[config.mk]
export PLATFORM = sky130hd
export DESIGN_NAME = ula_issue
export DESIGN_NICKNAME = d
export VERILOG_FILES = /design/src/rtl/ula_pkg.sv /design/src/rtl/ula_regfile.sv /design/src/rtl/ula_issue.sv
export SDC_FILE = /design/constraint.sdc
export NUM_CORES = 2
export LEC_CHECK = 0
export BUFFER_PORTS_ARGS = -buffer_cell sky130_fd_sc_hd__buf_4
export CAP_MARGIN = 25
export CORE_MARGIN = 4
export CORE_UTILIZATION = 41
export CTS_CLUSTER_DIAMETER = 30
export CTS_CLUSTER_SIZE = 14
export DETAILED_ROUTE_END_ITERATION = 12
export SKIP_CTS_REPAIR_TIMING = 1
export SYNTH_ARGS = -nofsm -noshare
export SYNTH_HDL_FRONTEND = slang
export SYNTH_SLANG_ARGS = --single-unit
[constraint.sdc]
create_clock -name clock -period 2.3 [get_ports clock]
set_input_delay 0 -clock clock [delete_from_list [all_inputs] [get_ports clock]]
set_output_delay 0 -clock clock [all_outputs]
set_load 0.05 [all_outputs]
[src/rtl/ula_pkg.sv]
// Shared encodings for the ula issue stage: MIPS R-type fields,
// supported funct codes and the issue FSM states.
package ula_pkg;

    localparam logic [5:0] OPCODE_RTYPE = 6'd0;
    localparam logic [5:0] FUNCT_ADD    = 6'd32;
    localparam logic [5:0] FUNCT_SUB    = 6'd34;
    localparam logic [5:0] FUNCT_MULT   = 6'd24;
    localparam logic [5:0] FUNCT_DIV    = 6'd26;

    localparam int OP_LSB    = 26;
    localparam int RS_LSB    = 21;
    localparam int RT_LSB    = 16;
    localparam int RD_LSB    = 11;
    localparam int SH_LSB    = 6;
    localparam int FUNCT_LSB = 0;

    typedef enum logic [1:0] {
        IDLE,
        ISSUE,
        WB
    } state_t;

    function automatic logic is_legal(input logic [31:0] w);
        logic [5:0] f;
        f = w[FUNCT_LSB +: 6];
        return (w[OP_LSB +: 6] == OPCODE_RTYPE) &&
               (f == FUNCT_ADD || f == FUNCT_SUB ||
                f == FUNCT_MULT || f == FUNCT_DIV);
    endfunction

endpackage

[src/rtl/ula_regfile.sv]
// ula_regfile: NREGS x XLEN register file, three combinational reads,
// one synchronous write; r0 reads as zero and ignores writes.
module ula_regfile #(
    parameter int NREGS = 32,
    parameter int XLEN  = 32
) (
    input  logic            clock,
    input  logic            reset_n,
    input  logic [4:0]      rs_addr,
    input  logic [4:0]      rt_addr,
    input  logic [4:0]      dbg_addr,
    input  logic            wr_en,
    input  logic [4:0]      wr_addr,
    input  logic [XLEN-1:0] wr_data,
    output logic [XLEN-1:0] rs_data,
    output logic [XLEN-1:0] rt_data,
    output logic [XLEN-1:0] dbg_data
);

    logic [XLEN-1:0] regs [NREGS];

    always_ff @(posedge clock or negedge reset_n) begin
        if (!reset_n) begin
            for (int i = 0; i < NREGS; i++) regs[i] <= '0;
        end else if (wr_en && wr_addr != 5'd0) begin
            regs[wr_addr] <= wr_data;
        end
    end

    assign rs_data  = (rs_addr == 5'd0) ? '0 : regs[rs_addr];
    assign rt_data  = (rt_addr == 5'd0) ? '0 : regs[rt_addr];
    assign dbg_data = (dbg_addr == 5'd0) ? '0 : regs[dbg_addr];

endmodule

[src/rtl/ula_issue.sv]
// ula_issue: one-at-a-time R-type issue/writeback stage feeding the ula ALU.
// Define ULA_OVERFLOW_TRAP_EN to trap signed add/sub overflow (adds `overflow`).
module ula_issue
    import ula_pkg::*;
#(
    parameter int NREGS = 32,
    parameter int XLEN  = 32
) (
    input  logic            clock,
    input  logic            reset_n,
    input  logic            instr_valid,
    output logic            instr_ready,
    input  logic [31:0]     instr,
    output logic [XLEN-1:0] ula_inputA,
    output logic [XLEN-1:0] ula_inputB,
    output logic [5:0]      ula_operation,
    input  logic [XLEN:0]   ula_outputA,
    output logic            done,
    output logic            illegal,
    output logic            div_zero,
    output logic            carry,
`ifdef ULA_OVERFLOW_TRAP_EN
    output logic            overflow,
`endif
    input  logic [4:0]      dbg_addr,
    output logic [XLEN-1:0] dbg_data
);

    state_t          state;
    logic [4:0]      rd_q;
    logic            dz_q;
    logic [XLEN-1:0] rs_data;
    logic [XLEN-1:0] rt_data;
    logic [5:0]      funct;
    logic            accept;
    logic            dz_now;
    logic            trap;
    logic            unused_shamt;

    assign funct        = instr[FUNCT_LSB +: 6];
    assign instr_ready  = (state == IDLE);
    assign accept       = instr_ready && instr_valid;
    assign dz_now       = (funct == FUNCT_DIV) && (rt_data == '0);
    assign unused_shamt = ^instr[SH_LSB +: 5];

    ula_regfile #(.NREGS(NREGS), .XLEN(XLEN)) u_rf (
        .clock    (clock),
        .reset_n  (reset_n),
        .rs_addr  (instr[RS_LSB +: 5]),
        .rt_addr  (instr[RT_LSB +: 5]),
        .dbg_addr (dbg_addr),
        .wr_en    ((state == WB) && !trap),
        .wr_addr  (rd_q),
        .wr_data  (ula_outputA[XLEN-1:0]),
        .rs_data  (rs_data),
        .rt_data  (rt_data),
        .dbg_data (dbg_data)
    );

`ifdef ULA_OVERFLOW_TRAP_EN
    logic a_sign;
    logic b_sign;
    logic is_add;
    logic is_sub;
    logic r_sign;

    assign r_sign   = ula_outputA[XLEN-1];
    assign trap     = (state == WB) && (r_sign != a_sign) &&
                      ((is_add && a_sign == b_sign) ||
                       (is_sub && a_sign != b_sign));
    assign overflow = trap;

    always_ff @(posedge clock or negedge reset_n) begin
        if (!reset_n) begin
            a_sign <= 1'b0;
            b_sign <= 1'b0;
            is_add <= 1'b0;
            is_sub <= 1'b0;
        end else if (accept) begin
            a_sign <= rs_data[XLEN-1];
            b_sign <= rt_data[XLEN-1];
            is_add <= funct == FUNCT_ADD;
            is_sub <= funct == FUNCT_SUB;
        end
    end
`else
    assign trap = 1'b0;
`endif

    assign done     = (state == WB) && !trap;
    assign div_zero = (state == WB) && dz_q;

    always_ff @(posedge clock or negedge reset_n) begin
        if (!reset_n) begin
            state         <= IDLE;
            rd_q          <= '0;
            dz_q          <= 1'b0;
            ula_inputA    <= '0;
            ula_inputB    <= '0;
            ula_operation <= '0;
            illegal       <= 1'b0;
            carry         <= 1'b0;
        end else begin
            illegal <= 1'b0;
            unique case (state)
                IDLE: begin
                    if (accept) begin
                        rd_q <= instr[RD_LSB +: 5];
                        if (is_legal(instr)) begin
                            state         <= ISSUE;
                            ula_inputA    <= rs_data;
                            ula_inputB    <= rt_data;
                            dz_q          <= dz_now;
                            // ula's default case turns a zero divide into 0
                            ula_operation <= dz_now ? 6'd0 : funct;
                        end else begin
                            illegal <= 1'b1;
                        end
                    end
                end
                ISSUE: begin
                    state         <= WB;
                    ula_inputA    <= '0;
                    ula_inputB    <= '0;
                    ula_operation <= '0;
                end
                WB: begin
                    state <= IDLE;
                    dz_q  <= 1'b0;
                    if (!trap) carry <= ula_outputA[XLEN];
                end
                default: state <= IDLE;
            endcase
        end
    end

endmodule

==> impl_results.md <==
- CTS tree: built
- Highest net fanout along the worst path: 4
- Area of the core: around 0.16 mm2
- GR met2 Demand/Resource: 0.4762
- Fraction of layout cells with a size suffix above 1: 0.6798
- Most repeated library cell on the critical path: buf_4
- Total number of placement rows: about 150
- Pwr dens: 777.7 mW/mm2
- Smallest setup slack after layout: -1.017 ns
- Global placement routability congestion: between 0.9 and 1
- Prevailing post-synth register cell: dfrtp_1
- CP Capture Type: flip-flop
- Final #Nets: between 5,000 and 6,000
- Setup slack at placement: -1.800 ns
- Violation count after the first detailed-routing iteration: around 5,800
- Fin Clk Skew: 0.04950 ns
- Beginning of the worst register-to-register path: u_rf.regs[32]$_DFFE_PN0P_
- Root buffer cell: clkbuf_16
- Largest net degree at the start of global routing: 86
- Launch point of the critical path: u_rf.regs[32]$_DFFE_PN0P_
- Number of antenna violations at the first check in global routing: 20
- Number of filler instances in the final layout: between 10,000 and 15,000
- Period Utilization, post-route: 1.442
- Area Overhead vs Synth: 41.91%
- Max-cap violations: 0
- Result of the run: finished with violations
- WL/cell: roughly 33 um
- Remaining routing DRC violations: 0
- Cts bufs inserted: around 290
- Critical Path RT: ~3.1 ns
- GRT Total Usage: 0.3166
- Routed WL: ~260,000 um
- Final design area excluding fillers: roughly 0.092 mm2
- P_leak: between 40 and 50 nW
- EDFF count, synth: 0
- Achievable Freq: 0.3015 GHz
- Number of vias per cell: approximately 6.4
- Met1 GRT Util: 0.4285
- Fraction of the core area covered by cells at the end of the flow: 0.5884
- Capture instance of the worst register-to-register path: ula_operation[3]$_DFFE_PN0P_
- Synth Register Bits: 1,104
- Min Hold Slack: -0.08110 ns
- GR met3 Demand/Resource: 0.08806
- Count of buffers from port buffering: roughly 170
- Global-route wire length before repair: ~380,000 um
- Half-perimeter wire length after placement: ~170,000 um
- Final Max Slew Viols: 0
- Via count of the first global-routing pass: roughly 52,000
- Number of library cell types mapped by synthesis: 52
- Synthesized instance count: about 4,300
- Warnings, synthesis: 0
- Synth Net Count: roughly 4,400
- Die Footprint: ~0.17 mm2
- 1st-pass router iterations: 8
- Ys async rst share: 1.000
- CP arrival: a little over 4 ns
- Congestion Overflow GR: 0
- Actual slew at the worst max-slew pin: 0.7321 ns
- Insertion delay to the later sink of the worst-skew pair: approximately 0.89 ns
- Flop2flop setup slack: -1.02 ns
- Headroom to the max-slew limit: 0.5120
- Unrepaired setup endpoints after global routing: true
- Final ANT Viol Nets: 0
- Average cell area after synthesis: ~15 um2
- Worst-path cell with the longest stage delay: mux4_2
- Most crowded layer after global routing: met2
- Finish-stage setup viols: 36
- Maximum buffer depth of the clock tree: 4
- Clock Sinks: around 1,100
- Hold Crit Class: in2reg
- Worst setup path category: reg2reg
- Violated checks: negative hold slack, negative setup slack
- Clock transition at path regs: 0.05 ns
- Number of cells on the worst reg-to-reg path: 11
- Cell area after placement: ~0.080 mm2
- Post-Place Cells: 7,357
- Die boundary height: slightly above 400 um
- Minimum clock period: between 3 and 4 ns
- Critical Path, Cell by Cell: mux4_2 -> mux2i_2 -> nor2_1 -> o31ai_4 -> buf_4 -> nand4_1 -> nor4_4 -> buf_4 -> nand4_1 -> buf_4 -> a32o_1
- Syn Std Cell Area: 0.06507 mm2
- Hold violation total from the final report: 1
- Effective utilization at floorplan: 0.4146
- Share of synthesized area occupied by flip-flops and latches: 0.4246
- Width of the die: between 400 and 500 um
- CP endpoint: ula_operation[3]$_DFFE_PN0P_
- Number of ports placed on the die boundary: 180
- CTS HTree Levels: 5
- Peak supply drop: approximately 0.85 mV
- Final std cells w/o fill: between 7,000 and 8,000
- Vias: around 51,000
- Slowest cell delay on critical path: between 0.4 and 0.5 ns
- Startpoint type of the worst setup path: flip-flop
-- logic make-up (layout without fill, tap and decap cells) --
family	after synthesis	after routing	synth area share
muxes	2066	2066	0.4895
DFF	1104	1104	0.4246
buffers and inverters	508	2117	0.03198
AOI/OAI and AO/OA	315	315	0.03327
and+or+nand+nor	298	298	0.02073
other	0	8	0
-- worst min-delay path by stage --
stage / end / slack [ns] / depth (start not counted) / startpoint
floorplan: carry$_DFFE_PN0P_ / -0.30 / 0 / reset_n
global placement: u_rf.regs[835]$_DFFE_PN0P_ / 0.006 / 1 / reset_n
detailed placement: u_rf.regs[835]$_DFFE_PN0P_ / 0.004 / 1 / reset_n
CTS: u_rf.regs[256]$_DFFE_PN0P_ / -0.94 / 1 / reset_n
global route: ula_inputB[17]$_DFFE_PN0P_ / 0.003 / 5 / instr[20]
finish: dz_q$_DFFE_PN0P_ / -0.08 / 8 / instr[26]
-- metrics by stage --
step | power (W) | setup TNS, ns
6_report | 0.07182 | -21.42
3_5_place_dp | 0.02803 | -29.08
2_1_floorplan | 0.02436 | -1.015
5_1_grt | 0.07355 | -23.81
3_3_place_gp | 0.02794 | -36.25
4_1_cts | 0.07173 | -61.68
-- metal layers --
metal	vias to the layer above	routed length, um
met5	-	45
met4	6	13040
met3	722	28410
met2	2946	119200
met1	27009	103800
li1	19992	-
-- power by group --
part	leakage [nW]	internal, W	switching, W
combinational	22.1	0.00372	0.00414
sequential	14.3	0.0199	0.000389
clock	5.06	0.0309	0.0128
total	41.4	0.0545	0.0173
-- synthesized netlist by cell type (12+ instances only) --
| master | n | area [um2] |
|---|---|---|
| a22o_1 | 15 | 131.4 |
| nor2b_1 | 12 | 75.07 |
| clkbuf_1 | 302 | 1134 |
| a211o_1 | 14 | 122.6 |
| a21oi_1 | 45 | 225.2 |
| mux4_2 | 787 | 17720 |
| buf_4 | 12 | 90.09 |
| a22oi_1 | 21 | 157.7 |
| buf_2 | 71 | 355.3 |
| nor3_1 | 19 | 95.09 |
| buf_1 | 111 | 416.7 |
| o221ai_1 | 30 | 262.8 |
| o21ai_0 | 71 | 355.3 |
| nand3_1 | 20 | 100.1 |
| dfrtp_1 | 1104 | 27630 |
| o22ai_1 | 33 | 206.5 |
| nand2_1 | 140 | 525.5 |
| a211oi_1 | 17 | 127.6 |
| nor2_1 | 56 | 210.2 |
| a221oi_1 | 33 | 289.0 |
| mux2i_1 | 221 | 2212 |
| mux2_2 | 1058 | 11910 |
-- flip-flops by register name, summed over array words and instances (netlist names) --
register       count
carry              1
dz_q               1
illegal            1
rd_q               5
state              2
u_rf.regs       1024
ula_inputA        32
ula_inputB        32
ula_operation      6
-- cells in the final DEF (no fill, tap or decap), types with 21 or more instances in the layout --
cell           netlist  routed
o22ai_1             33      28
dfrtp_1           1104    1104
nand2_1            140     123
buf_4               12    1235
bufinv_16            0      55
clkinv_2             0      38
dlygate4sd3_1        0      63
mux4_2             787     787
clkbuf_16            0     302
clkbuf_1           302      21
buf_6                5     112
clkbuf_8             0      39
o221ai_1            30      30
mux2_4               0      38
nor2_4               0      26
buf_12               0     180
mux2i_1            221     217
a21oi_1             45      38
o21ai_0             71      70
mux2_2            1058    1020
-- critical path, delay by kind of cell (launching register included) --
family                 cells  cell delay [ns]
AO/OA/AOI/OAI              2             0.59
multiplexers               2             0.71
AND/OR/NAND/NOR            4             0.86
buffers and inverters      3             0.62
flip-flops                 1             0.39
-- layout make-up --
type,count,area [um2],share of cell area
flip-flops and latches,1104,27630,0.2992
clock inverters,145,2302,0.02493
repair buffers,1609,15120,0.1637
well taps,2058,2575,0.02789
multi-input cells,2679,36600,0.3964
clock buffers,358,8073,0.08742
inverters,5,23.77,0.0002574
diodes,8,20.02,0.0002168
No activity file was read; power rests on OpenSTA's default activity.
